==> config.mk <==
export PLATFORM = sky130hd
export DESIGN_NAME = uart_link_fabric_flat
export DESIGN_NICKNAME = d
export VERILOG_FILES = /design/src/rtl/uart_link_pkg.sv /design/src/rtl/uart_link_fabric_if.sv /design/src/rtl/uart_link_delay.sv /design/src/rtl/uart_link_fabric.sv /design/src/flat_wrapper.sv
export SDC_FILE = /design/constraint.sdc
export NUM_CORES = 1
export LEC_CHECK = 0
export ABC_CLOCK_PERIOD_IN_PS = 2670
export CAP_MARGIN = 0
export CORE_ASPECT_RATIO = 1.75
export CORE_MARGIN = 1.5
export CORE_UTILIZATION = 40
export CTS_CLUSTER_DIAMETER = 120
export CTS_CLUSTER_SIZE = 24
export DETAILED_ROUTE_END_ITERATION = 8
export SLEW_MARGIN = 10
export SYNTH_ARGS = -nofsm -noshare
export SYNTH_HDL_FRONTEND = slang
export SYNTH_HIERARCHICAL = 1
export SYNTH_SLANG_ARGS = --single-unit
export TNS_END_PERCENT = 20
==> constraint.sdc <==
create_clock -name pclk -period 2.67 [get_ports pclk]
set_clock_uncertainty 0.05 [all_clocks]
set_input_delay 0.801 -clock pclk [delete_from_list [all_inputs] [get_ports pclk]]
set_output_delay 0.801 -clock pclk [all_outputs]
set_load 0.1 [all_outputs]
==> src/rtl/uart_link_pkg.sv <==
// rtl/uart_link_pkg.sv - shared types and defaults for the UART link fabric
package uart_link_pkg;

    typedef enum logic {
        LINK_ACTIVE  = 1'b0,
        LINK_PENDING = 1'b1
    } link_state_e;

    localparam int LINK_DEF_NUM_CH      = 2;
    localparam int LINK_DEF_DELAY_W     = 4;
    localparam int LINK_DEF_IDLE_CYCLES = 32;

    // Reset route is an identity loopback with no added delay
    localparam logic LINK_RST_EN    = 1'b1;
    localparam int   LINK_RST_DELAY = 0;

    function automatic int link_idx_w(input int n);
        return (n > 1) ? $clog2(n) : 1;
    endfunction

endpackage

==> src/rtl/uart_link_fabric_if.sv <==
// rtl/uart_link_fabric_if.sv - route configuration handshake and pending status
interface uart_link_fabric_if
    import uart_link_pkg::*;
#(
    parameter int NUM_CH  = LINK_DEF_NUM_CH,
    parameter int DELAY_W = LINK_DEF_DELAY_W
);
    localparam int CH_W = link_idx_w(NUM_CH);

    logic               cfg_valid;
    logic               cfg_ready;
    logic [CH_W-1:0]    cfg_ch;
    logic [CH_W-1:0]    cfg_src;
    logic [DELAY_W-1:0] cfg_delay;
    logic               cfg_en;
    logic [NUM_CH-1:0]  pending;

    modport master (
        output cfg_valid, cfg_ch, cfg_src, cfg_delay, cfg_en,
        input  cfg_ready, pending
    );

    modport slave (
        input  cfg_valid, cfg_ch, cfg_src, cfg_delay, cfg_en,
        output cfg_ready, pending
    );

endinterface

==> src/rtl/uart_link_delay.sv <==
// rtl/uart_link_delay.sv - per-source delay line taps and idle-quiescence detector
module uart_link_delay
    import uart_link_pkg::*;
#(
    parameter int DELAY_W     = LINK_DEF_DELAY_W,
    parameter int IDLE_CYCLES = LINK_DEF_IDLE_CYCLES
) (
    input  logic                  pclk,
    input  logic                  areset,
    input  logic                  tx,
    output logic [2**DELAY_W-1:0] taps,
    output logic                  quiet
);
    localparam int DMAX  = 2**DELAY_W - 1;
    localparam int CNT_W = $clog2(IDLE_CYCLES + 1);
    localparam logic [CNT_W-1:0] IDLE_MAX = CNT_W'(IDLE_CYCLES);

    if (DELAY_W < 1) begin : g_bad_delay_w
        $error("uart_link_delay: DELAY_W must be at least 1");
    end
    // A quiet source must guarantee the whole delay line is idle-high
    if (IDLE_CYCLES < DMAX + 2) begin : g_bad_idle
        $error("uart_link_delay: IDLE_CYCLES must be >= 2**DELAY_W + 1");
    end

    logic [DMAX-1:0]  sh;
    logic [CNT_W-1:0] idle_cnt;

    always_ff @(posedge pclk or negedge areset) begin
        if (!areset) begin
            sh       <= '1;
            idle_cnt <= IDLE_MAX;
        end else begin
            sh[0] <= tx;
            for (int k = 1; k < DMAX; k++) begin
                sh[k] <= sh[k-1];
            end
            if (!tx) begin
                idle_cnt <= '0;
            end else if (idle_cnt != IDLE_MAX) begin
                idle_cnt <= idle_cnt + 1'b1;
            end
        end
    end

    // Tap 0 is the live line so the registered rx gives delay+1 latency
    assign taps  = {sh, tx};
    assign quiet = (idle_cnt == IDLE_MAX);

endmodule

==> src/rtl/uart_link_fabric.sv <==
// rtl/uart_link_fabric.sv - routes delayed tx lines to rx with deferred route updates (option: UART_LINK_FAULT_EN)
module uart_link_fabric
    import uart_link_pkg::*;
#(
    parameter int NUM_CH      = LINK_DEF_NUM_CH,
    parameter int DELAY_W     = LINK_DEF_DELAY_W,
    parameter int IDLE_CYCLES = LINK_DEF_IDLE_CYCLES
) (
    input  logic              pclk,
    input  logic              areset,
    input  logic [NUM_CH-1:0] tx,
    output logic [NUM_CH-1:0] rx,
`ifdef UART_LINK_FAULT_EN
    input  logic [NUM_CH-1:0] fault_flip,
`endif
    uart_link_fabric_if.slave cfg
);
    localparam int CH_W  = link_idx_w(NUM_CH);
    localparam int NSLOT = 2**CH_W;
    localparam int TAP_N = 2**DELAY_W;

    typedef struct packed {
        logic               en;
        logic [CH_W-1:0]    src;
        logic [DELAY_W-1:0] delay;
    } route_t;

    // Source-indexed tables padded to the full index range; unused slots look idle
    logic [TAP_N-1:0] taps [NSLOT];
    logic [NSLOT-1:0] quiet;

    for (genvar s = 0; s < NSLOT; s++) begin : g_src
        if (s < NUM_CH) begin : g_line
            uart_link_delay #(
                .DELAY_W     (DELAY_W),
                .IDLE_CYCLES (IDLE_CYCLES)
            ) u_delay (
                .pclk   (pclk),
                .areset (areset),
                .tx     (tx[s]),
                .taps   (taps[s]),
                .quiet  (quiet[s])
            );
        end else begin : g_none
            assign taps[s]  = '1;
            assign quiet[s] = 1'b1;
        end
    end

    link_state_e       state     [NUM_CH];
    link_state_e       state_nxt [NUM_CH];
    route_t            active    [NUM_CH];
    route_t            shadow    [NUM_CH];
    route_t            new_route;
    logic [NUM_CH-1:0] accept;
    logic [NUM_CH-1:0] apply;
    logic [NUM_CH-1:0] routed;
    logic [NSLOT-1:0]  slot_ready;
    logic [NSLOT-1:0]  src_ok;
    logic              cfg_fire;

    always_comb begin
        slot_ready = '1;
        src_ok     = '0;
        src_ok[NUM_CH-1:0] = '1;
        for (int d = 0; d < NUM_CH; d++) begin
            slot_ready[d] = (state[d] == LINK_ACTIVE);
        end
    end

    // Out-of-range channels always accept and are simply never matched below
    assign cfg.cfg_ready = slot_ready[cfg.cfg_ch];
    assign cfg_fire      = cfg.cfg_valid && cfg.cfg_ready;

    always_comb begin
        new_route.en    = cfg.cfg_en & src_ok[cfg.cfg_src];
        new_route.src   = cfg.cfg_src;
        new_route.delay = cfg.cfg_delay;
    end

    always_comb begin
        state_nxt = state;
        accept    = '0;
        apply     = '0;
        for (int d = 0; d < NUM_CH; d++) begin
            case (state[d])
                LINK_ACTIVE: begin
                    if (cfg_fire && (cfg.cfg_ch == CH_W'(d))) begin
                        accept[d]    = 1'b1;
                        state_nxt[d] = LINK_PENDING;
                    end
                end
                LINK_PENDING: begin
                    if ((!active[d].en || quiet[active[d].src]) &&
                        (!shadow[d].en || quiet[shadow[d].src])) begin
                        apply[d]     = 1'b1;
                        state_nxt[d] = LINK_ACTIVE;
                    end
                end
                default: state_nxt[d] = LINK_ACTIVE;
            endcase
        end
    end

    always_comb begin
        routed      = '1;
        cfg.pending = '0;
        for (int d = 0; d < NUM_CH; d++) begin
            routed[d]      = active[d].en ? taps[active[d].src][active[d].delay] : 1'b1;
            cfg.pending[d] = (state[d] == LINK_PENDING);
        end
    end

    always_ff @(posedge pclk or negedge areset) begin
        if (!areset) begin
            rx <= '1;
            for (int d = 0; d < NUM_CH; d++) begin
                state[d]  <= LINK_ACTIVE;
                active[d] <= '{en: LINK_RST_EN, src: CH_W'(d), delay: DELAY_W'(LINK_RST_DELAY)};
                shadow[d] <= '0;
            end
        end else begin
            for (int d = 0; d < NUM_CH; d++) begin
                state[d] <= state_nxt[d];
                if (accept[d]) begin
                    shadow[d] <= new_route;
                end
                if (apply[d]) begin
                    active[d] <= shadow[d];
                end
`ifdef UART_LINK_FAULT_EN
                rx[d] <= routed[d] ^ fault_flip[d];
`else
                rx[d] <= routed[d];
`endif
            end
        end
    end

endmodule

==> src/flat_wrapper.sv <==
// flat-port wrapper written by rule: the top's interface ports become plain ports
module uart_link_fabric_flat import uart_link_pkg::*;
#(
    parameter int NUM_CH      = LINK_DEF_NUM_CH,
    parameter int DELAY_W     = LINK_DEF_DELAY_W,
    parameter int IDLE_CYCLES = LINK_DEF_IDLE_CYCLES
)
  (pclk, areset, tx, rx, cfg_cfg_valid, cfg_cfg_ch, cfg_cfg_src, cfg_cfg_delay, cfg_cfg_en, cfg_cfg_ready, cfg_pending);
  uart_link_fabric_if #(.NUM_CH(NUM_CH), .DELAY_W(DELAY_W)) cfg_i ();
  input  logic pclk;
  input  logic areset;
  input  logic [NUM_CH-1:0] tx;
  output logic [NUM_CH-1:0] rx;
  input wire logic [$bits(cfg_i.cfg_valid)-1:0] cfg_cfg_valid;
  input wire logic [$bits(cfg_i.cfg_ch)-1:0] cfg_cfg_ch;
  input wire logic [$bits(cfg_i.cfg_src)-1:0] cfg_cfg_src;
  input wire logic [$bits(cfg_i.cfg_delay)-1:0] cfg_cfg_delay;
  input wire logic [$bits(cfg_i.cfg_en)-1:0] cfg_cfg_en;
  output wire logic [$bits(cfg_i.cfg_ready)-1:0] cfg_cfg_ready;
  output wire logic [$bits(cfg_i.pending)-1:0] cfg_pending;
  assign cfg_i.cfg_valid = cfg_cfg_valid;
  assign cfg_i.cfg_ch = cfg_cfg_ch;
  assign cfg_i.cfg_src = cfg_cfg_src;
  assign cfg_i.cfg_delay = cfg_cfg_delay;
  assign cfg_i.cfg_en = cfg_cfg_en;
  assign cfg_cfg_ready = cfg_i.cfg_ready;
  assign cfg_pending = cfg_i.pending;
  uart_link_fabric #(.NUM_CH(NUM_CH), .DELAY_W(DELAY_W), .IDLE_CYCLES(IDLE_CYCLES)) u_core (.pclk(pclk), .areset(areset), .tx(tx), .rx(rx), .cfg(cfg_i));
endmodule
After elaboration in Yosys (flattened, before gate mapping)
Index checks and enable logic that the tools add are counted.
{ "totals": {"regBits": 70, "latchBits": 0, "ramBits": 0, "rom_bits": 0, "elab_cells": 95, "mem_count": 0} }
{ "op_classes": {"add_sub_neg": 2, "n_mul": 0, "n_div": 0, "n_lt_le_gt_ge": 10, "n_eq_ne": 6, "n_shift": 0, "muxes": 39, "n_bitwise": 6, "reduce_logical": 13} }
{ "op_table": {"columns": ["cell", "count"], "rows": [
  ["16-bit two-way mux", 6],
  ["1-bit two-way mux", 25],
  ["6-bit two-way mux", 4],
  ["6-bit by 1-bit adder with 6-bit output (second input constant)", 2],
  ["6-bit equality test (second input constant)", 2],
  ["1-bit by 2-bit less-than comparator with 1-bit output (second input constant)", 6],
  ["6-bit inequality test (second input constant)", 2],
  ["4-bit by 5-bit less-than comparator with 1-bit output (second input constant)", 2],
  ["1-bit binary-select mux with 4-bit select", 2],
  ["1-bit logical AND", 5],
  ["2-bit greater-or-equal comparator (second input constant)", 2],
  ["1-bit logical NOT", 4],
  ["1-bit logical OR", 4],
  ["2-bit by 1-bit inequality test with 1-bit output (second input constant)", 2],
  ["1-bit inverter with 2-bit output", 2],
  ["1-bit case mux with 2 select lines", 2],
  ["1-bit inverter", 3],
  ["1-bit bitwise AND", 1]
]} }

Longest topological paths before layout
Gate-level depths: netlist of run 1.
{ "logic_depth": {"word_depth": 7, "ltp_mapped": 9, "depth_no_buf": 8} }

By module
The synthesis of run 1 kept the hierarchy.
{ "modules_own_cells": {"columns": ["mod", "instances", "cells_per_inst", "area_each_um2", "seq_area_each_um2"], "rows": [
  ["uart_link_fabric", 1, 157, 1783.0, 706.9],
  ["uart_link_delay at u_core.g_src[0].g_line.u_delay", 1, 49, 742.0, 545.5],
  ["uart_link_delay at u_core.g_src[1].g_line.u_delay", 1, 49, 738.2, 545.5]
]} }

Least setup slack after synthesis of run 1
No wires, ideal clock.
{ "synth_path": {"path_kind": "register to output", "startpoint": "register u_core.state (netlist bit u_core/cfg.pending[1])", "endpoint": "output port cfg_cfg_ready", "t_arrival_ns": 2.464, "setup_slack_ns": -0.645, "path_stages_with_launch": 2, "path_buffers": 0, "cell_sequence": "dfrtp_1 -> mux2i_1"} }
{ "synth_between": {"elab_chain_cells": 3} }
{ "synth_lines": {"columns": ["element", "line", "source"], "rows": [
  ["start, declared", "uart_link_fabric.sv:50", "link_state_e state [NUM_CH];"],
  ["start signal, assigned by index", "uart_link_fabric.sv:124", "state[d] <= state_nxt[d];"],
  ["1-bit inverter", "uart_link_fabric.sv:67", "slot_ready[d] = (state[d] == LINK_ACTIVE);"],
  ["1-bit two-way mux (implied by the code) (2 in series)", "uart_link_fabric.sv:72", "assign cfg.cfg_ready = slot_ready[cfg.cfg_ch];"],
  ["end, declared", "flat_wrapper.sv:19", "output wire logic [$bits(cfg_i.cfg_ready)-1:0] cfg_cfg_ready;"]
]} }
Every way passes these cells. The select of a mux whose other input is x is not followed.

Final worst setup path of run 1
{ "layout_path": {"startpoint": "input port cfg_cfg_ch", "endpoint": "output port cfg_cfg_ready"} }
{ "layout_between": {"elab_chain_cells": 2} }
{ "layout_lines": {"columns": ["element", "line", "source"], "rows": [
  ["start, declared", "flat_wrapper.sv:15", "input wire logic [$bits(cfg_i.cfg_ch)-1:0] cfg_cfg_ch;"],
  ["1-bit two-way mux (implied by the code) (2 in series)", "uart_link_fabric.sv:72", null]
]} }
Every way passes these cells. The select of a mux whose other input is x is not followed.

==> results.yml, run 1 <==
floorplan:
  die_width_um: 71.3
  floorplan.rows: 43
  initial_core_util: 0.413
  area_enclosed_by_the_die_boundary_um2: 8730
  floorplan.die.height_um: 122
  io-pin-count: 17
  area_of_the_core_um2: 7910
clock_network:
  ctsResizeCount: 0
  cts_inserted_buffers: 9
  clock_tree.htree_level_count: 3
  cts.repair_timing.setup_buffer_count: 0
  ctsHoldBuffers: 0
  cts-root-buf: "clkbuf_16"
  clk_latency_ns: 0.33
  worst_setup_hold_path_clk_slew_ns: 0.05
  clock_sink_count: 70
  max-clock-path-buffers: 2
  tritoncts: "yes"
worst_setup_path:
  arrival_time_reported_for_the_critical_path_endpoint_ns: 1.43
  required_ns: 1.82
  worstReg2RegEnd: "u_core/active[0]$_DFFE_PN0P_"
  worst_setup_path_category: "input port to primary output"
  critPathCaptureType: "primary output"
  timing.reg2reg.worst_path_depth: 8
  rr_startpoint: "u_core/g_src[1].g_line.u_delay/idle_cnt[0]$_DFFE_PN0P_"
  startpoint_type: "input port"
  worst-path-max-fanout: 2
  reg2reg_setup_slack_ns: 0.40
sta:
  whs_ns: 0.323
  timing.final.crit_period_ns: 2.28
  timing_max_transition_violations_final: 0
  tns_ns: 0
  rsz0062_at_grt: "false"
  finalHoldViolCount: 0
  timing.final.setup_violations: 0
  slew_headroom: 0.462
  worst-slew-pin-transition_ns: 0.807
  maxClockFrequency_mhz: 438
  period_utilization_post_route: 0.855
power_and_ir_drop:
  design_power_total_uw: 4190
  leakage_uw: 0.00163
  powerDensity_nw_per_um2: 1100
  worst_supply_voltage_drop_on_vdd_mv: 1.02
hold_path:
  hp-class: "register to register"
  hold_path_cell_cnt: 0
  sink_of_the_worst_hold_path: "u_core/g_src[1].g_line.u_delay/sh[14]$_DFF_PN1_"
  min_from: "u_core/g_src[1].g_line.u_delay/sh[13]$_DFF_PN1_"
placed_design:
  postPlaceCellArea_um2: 3530
  dpl.hpwl_um: 4330
  routabilityCongestion: 0.842
  port-buffer-count: 16
synthesis:
  synth_top_family_by_area: "multiplexers"
  share_of_synthesized_cell_area_in_full_adder_half_adder_and_majority_cells: 0.0153
  seq_area_frac_synth: 0.551
  yosysWarnings: 6
  synthMuxAreaShare: 0.211
  netlist_area_um2: 3260
  synthDistinctLibCells: 33
  synth_area_in_xor_xnor: 0.0134
  post_synthesis_net_count: 271
  seq_cells_post_synth: 70
  synth_compound_area_frac: 0.0583
  synth_cells: 255
  synthesis.area_per_instance_um2: 12.8
  synth_simple_gate_area_share: 0.117
grt:
  pin_count_of_the_biggest_net_entering_global_routing: 71
  grt.total_usage: 0.162
  wire_length_of_the_first_global_routing_pass_um: 10500
  gr-max-usage-layer: "met2"
  grt_util_met1: 0.181
  use_met3: 0.0468
  antenna_found_initial: 0
  overflow_left_after_global_routing: 0
  grt.met2_usage: 0.271
  via_count_of_the_first_global_routing_pass: 2120
final_layout:
  signed_area_change_from_the_synthesized_netlist_to_the_final_layout_pct: 17.2
  total_area_of_multi_input_combinational_cells_um2: 1370
  filler_cell_count: 706
  layout_nets: 295
  num_antenna_cells: 0
  share_of_cells_above_drive_strength_1: 0.331
  post-route-cell-area_um2: 3820
  layout.area.seq_um2: 1800
  finished_core_util: 0.484
routing:
  detail_route.iter0.violations: 75
  detail_route.vias_per_cell: 5.28
  drt_drc_violations_left: 0
  post_drt_wl_per_cell_um: 16.2
  num_vias: 1974
  drt_pass1_iterations: 4
  totalWireLength_um: 6060
  antenna_left: 0
run_status:
  outcome: "finished, final reports clean"
run:
  max-cap-violations: 0
## layout by cell type, fill, tap and decap left out, types with 9 or more instances in the layout
cell type	n
mux2i_1	39
dfstp_2	37
dfrtp_1	33
nand2_1	26
a22oi_1	11
mux2_4	11
mux2_2	11
buf_4	10
clkbuf_16	9
clkdlybuf4s50_1	9
nand3_1	9
inv_1	9
## how the worst max path moves through the flow
stage                                                                start                           end  slack, ns  cells after the start
finish                                                          cfg_cfg_ch                 cfg_cfg_ready       0.39                      3
global route        u_core/g_src[1].g_line.u_delay/idle_cnt[0]$_DFFE_PN0P_  u_core/active[2]$_DFFE_PN0P_       0.17                      8
CTS                                                             cfg_cfg_ch                 cfg_cfg_ready      0.007                      3
detailed placement                                              cfg_cfg_ch                 cfg_cfg_ready      0.007                      3
global placement                                                cfg_cfg_ch                 cfg_cfg_ready       0.02                      3
floorplan                                  u_core/cfg.pending[0]$_DFF_PN0_                 cfg_cfg_ready       0.24                      1
## worst max-delay path, cell delays in order
cell,delay (ns)
dlymetal6s2s_1,0.16
mux2i_4,0.27
buf_12,0.19
## flip-flops by register name, summed over array words and instances, names as in the netlist
name and cells:
u_core/shadow 12, u_core/g_src.g_line.u_delay/idle_cnt 12, u_core/active 12, u_core/g_src.g_line.u_delay/sh 30
u_core/cfg.pending 2, u_core/rx 2
## where the power goes
part | switching, uW | leakage [uW] | internal [uW] | total (uW)
sequential | 316 | 0.000796 | 1350 | 1660
combinational | 688 | 0.000703 | 688 | 1380
clock | 437 | 0.000134 | 719 | 1160
total | 1440 | 0.00163 | 2750 | 4190
## stage by stage
stage,std cells,setup WS (ns)
finish,374,0.386
CTS,374,0.00732
detailed placement,358,0.00723
global placement,358,0.0197
floorplan,255,0.238
global route,374,0.167
## synthesized netlist by cell type
cell type / instances / area [um2]
and2b_1: 2 / 15.0
buf_6: 2 / 22.5
nand2b_1: 4 / 25.0
nor2_1: 5 / 18.8
inv_1: 9 / 33.8
nand4_1: 2 / 12.5
nand3_2: 2 / 20.0
nor3b_2: 1 / 12.5
clkbuf_2: 2 / 10.0
and2_1: 7 / 43.8
dfstp_2: 37 / 972
nand2_1: 26 / 97.6
o221a_2: 1 / 11.3
ha_1: 4 / 50.1
a22oi_1: 11 / 82.6
o22ai_1: 1 / 6.26
xor2_1: 1 / 8.76
a21o_1: 1 / 7.51
a21oi_1: 6 / 30.0
or4b_1: 2 / 20.0
nand3b_1: 2 / 15.0
mux2i_1: 40 / 400
dfrtp_1: 33 / 826
a211oi_1: 2 / 15.0
nand3_1: 9 / 45.0
buf_4: 6 / 45.0
mux2_2: 11 / 124
o21ai_0: 5 / 25.0
xnor2_1: 4 / 35.0
nor4_4: 2 / 42.5
mux2_4: 11 / 165
a31oi_1: 2 / 12.5
nor2b_1: 2 / 12.5
## cell type report
cell class | count | area share
clock inverters | 6 | 0.0164
inverters | 9 | 0.00883
multi-input cells | 166 | 0.357
well taps | 90 | 0.0294
clock buffers | 10 | 0.0599
flip-flops and latches | 70 | 0.470
repair buffers | 23 | 0.0582
## per-layer routing
| layer | up-vias | routed length [um] |
|---|---|---|
| li1 | 946 | - |
| met1 | 977 | 2410 |
| met2 | 37 | 3220 |
| met3 | 14 | 200 |
| met4 | 0 | 228 |
| met5 | - | 0 |
## cells by family after synthesis
logic type,Yosys count
XOR/XNOR,5
AO/OA/AOI/OAI,29
buffers and inverters,19
multiplexers,62
adder cells (fa/ha/maj),4
AND/OR/NAND/NOR,66
flip-flops,70
Note: power is estimated with default switching activity, not from simulation.
==> inputs of run 2 (changes only) <==
CELL_PAD_IN_SITES_DETAIL_PLACEMENT = 1   (was not set)
CELL_PAD_IN_SITES_GLOBAL_PLACEMENT = 2   (was not set)
MAX_ROUTING_LAYER = met4   (was not set)
PLACE_DENSITY_LB_ADDON = 0.1   (was not set)
==> run 2 against run 1 <==
Compared with the run above:
- die area stayed put
- fmax fell by 4.6%
- count of clock-buffer cells in the layout is the same
- sequential power about the same
- combinational power is 4% higher
- sequential share of layout area is essentially flat
- total power fell by 0.62%
- design area hardly changed
- setup slack lost 0.11 ns
- register-to-register slack worse by 0.06 ns
- largest power group unchanged
==> results.yml, run 2 (synthesis results as in run 1) <==
run_status:
  outcome: "finished, final reports clean"
final_layout:
  layout.cells.most_common_list: "mux2i_1 (39), dfstp_2 (37), dfrtp_1 (33), nand2_1 (26), buf_4 (13)"
  layout_nets: 298
  largest_register_ffs: 30
  commonest_non_fill_non_tap_cell_in_the_layout: "mux2i_1"
  num_antenna_cells: 0
  max_flop_register: "u_core/g_src.g_line.u_delay/sh"
  finished_core_util: 0.484
  share_of_cells_above_drive_strength_1: 0.338
  signed_area_change_from_the_synthesized_netlist_to_the_final_layout_pct: 17.3
sta:
  period_utilization_post_route: 0.897
  timing.final.crit_period_ns: 2.39
  worst-slew-pin-transition_ns: 0.694
  finalHoldViolCount: 0
  rsz0062_at_grt: "false"
  finalWorstSetupSlack_ns: 0.275
  whs_ns: 0.322
  timing.final.setup_violations: 0
  slew_headroom: 0.537
  timing_max_transition_violations_final: 0
  maxClockFrequency_mhz: 418
power_and_ir_drop:
  leakage_uw: 0.00164
  comb_power_share: 0.343
  powerDensity_nw_per_um2: 1090
  power.clock.fraction: 0.265
  seq_power_share: 0.392
  worst_supply_voltage_drop_on_vdd_mv: 0.716
  switching_share: 0.358
  p_int_uw: 2680
  total_switching_power_uw: 1490
clock_network:
  cts-root-buf: "clkbuf_16"
  clock_sink_count: 70
  tritoncts: "yes"
  clock_tree.htree_level_count: 3
  cts_inserted_buffers: 9
  clk_latency_ns: 0.33
  cts.repair_timing.setup_buffer_count: 0
  worst_setup_hold_path_clk_slew_ns: 0.06
  max-clock-path-buffers: 2
routing:
  wl_met1_um: 2700
  antenna_left: 0
  drt_drc_violations_left: 0
  maxUsedRoutingLayer: "met4"
  wl_met2_um: 3830
  detail_route.iter0.violations: 69
  num_vias: 1993
  routed_length_on_met3_um: 161
  post_drt_wl_per_cell_um: 18.1
  totalWireLength_um: 6820
  detail_route.vias_per_cell: 5.29
  drt_pass1_iterations: 4
placed_design:
  routabilityCongestion: 0.797
  place_worst_setup_slack_ns: -0.00640
  dpl.hpwl_um: 5020
  port-buffer-count: 16
floorplan:
  area_enclosed_by_the_die_boundary_um2: 8730
  area_of_the_core_um2: 7910
  floorplan.rows: 43
  die_width_um: 71.3
  io-pin-count: 17
  floorplan.die.height_um: 122
  initial_core_util: 0.413
grt:
  grt.total_usage: 0.184
  wire_length_of_the_first_global_routing_pass_um: 11600
  antenna_found_initial: 0
  pin_count_of_the_biggest_net_entering_global_routing: 71
  overflow_left_after_global_routing: 0
  via_count_of_the_first_global_routing_pass: 2236
run:
  max-cap-violations: 0
worst_setup_path:
  critPathCaptureType: "primary output"
  worst-path-max-fanout: 2
  worst_setup_path_category: "input port to primary output"
  required_ns: 1.82
  startpoint_type: "input port"
  arrival_time_reported_for_the_critical_path_endpoint_ns: 1.54
hold_path:
  hp-class: "register to register"
==> run 2: power by group through the flow <==
stage / combinational, uW / clock [uW] / sequential, uW
after floorplan: 1050 / 0 / 1710
after global placement: 1440 / 0 / 1640
after detailed placement: 1450 / 0 / 1660
after CTS: 1460 / 1140 / 1640
after global routing: 1560 / 1180 / 1690
final: 1430 / 1100 / 1640
==> run 2: final cells by class <==
class                      instances  area [um2]
sequential                        70        1800
tap                               90         113
fill                             811        4080
multi-input combinational        166        1370
clock inverter                     6        45.0
clock buffer                      10         229
inverter                           9        33.8
timing repair buffer              26         241
==> run 2: worst max-delay path, cell delays in order <==
cell and delay (ns):
dlygate4sd2_1 0.27, mux2i_4 0.27, buf_12 0.20
==> run 2: per-stage QoR <==
step                      instance area, um2  power, uW  setup TNS, ns  cells
after floorplan                         3280       2760              0    255
after detailed placement                3550       3110       -0.00640    361
after CTS                               3830       4240              0    377
after global placement                  3550       3080              0    361
final                                   3830       4170              0    377
after global routing                    3830       4430              0    377
==> run 2: timing repair <==
| action | in CTS | in global routing |
|---|---|---|
| hold buffers | 0 | 0 |
| endpoints found under the setup margin | 1 | 0 |
| gates resized for setup | 1 | 0 |
==> run 2: layer usage <==
layer | up-vias | GRT usage
met5 | - | -
met4 | 0 | 0.0814
met3 | 11 | 0.0394
met2 | 26 | 0.322
met1 | 1003 | 0.196
li1 | 953 | -
==> run 2: path summary, 6_finish.rpt <==
check / endpoint / slack (ns) / start / depth (start not counted)
worst min register to register: u_core/g_src[1].g_line.u_delay/sh[1]$_DFF_PN1_ / 0.32 / u_core/g_src[1].g_line.u_delay/sh[0]$_DFF_PN1_ / 0
max in group asynchronous: u_core/g_src[1].g_line.u_delay/sh[13]$_DFF_PN1_ / 1.78 / areset / 2
min in group asynchronous: u_core/active[1]$_DFFE_PN0P_ / 0.43 / areset / 2
worst max-delay path: cfg_cfg_ready / 0.28 / cfg_cfg_ch / 3
worst max register to register: u_core/active[3]$_DFFE_PN0P_ / 0.34 / u_core/g_src[0].g_line.u_delay/idle_cnt[0]$_DFFE_PN0P_ / 8
worst min-delay path: u_core/g_src[1].g_line.u_delay/sh[1]$_DFF_PN1_ / 0.32 / u_core/g_src[1].g_line.u_delay/sh[0]$_DFF_PN1_ / 0
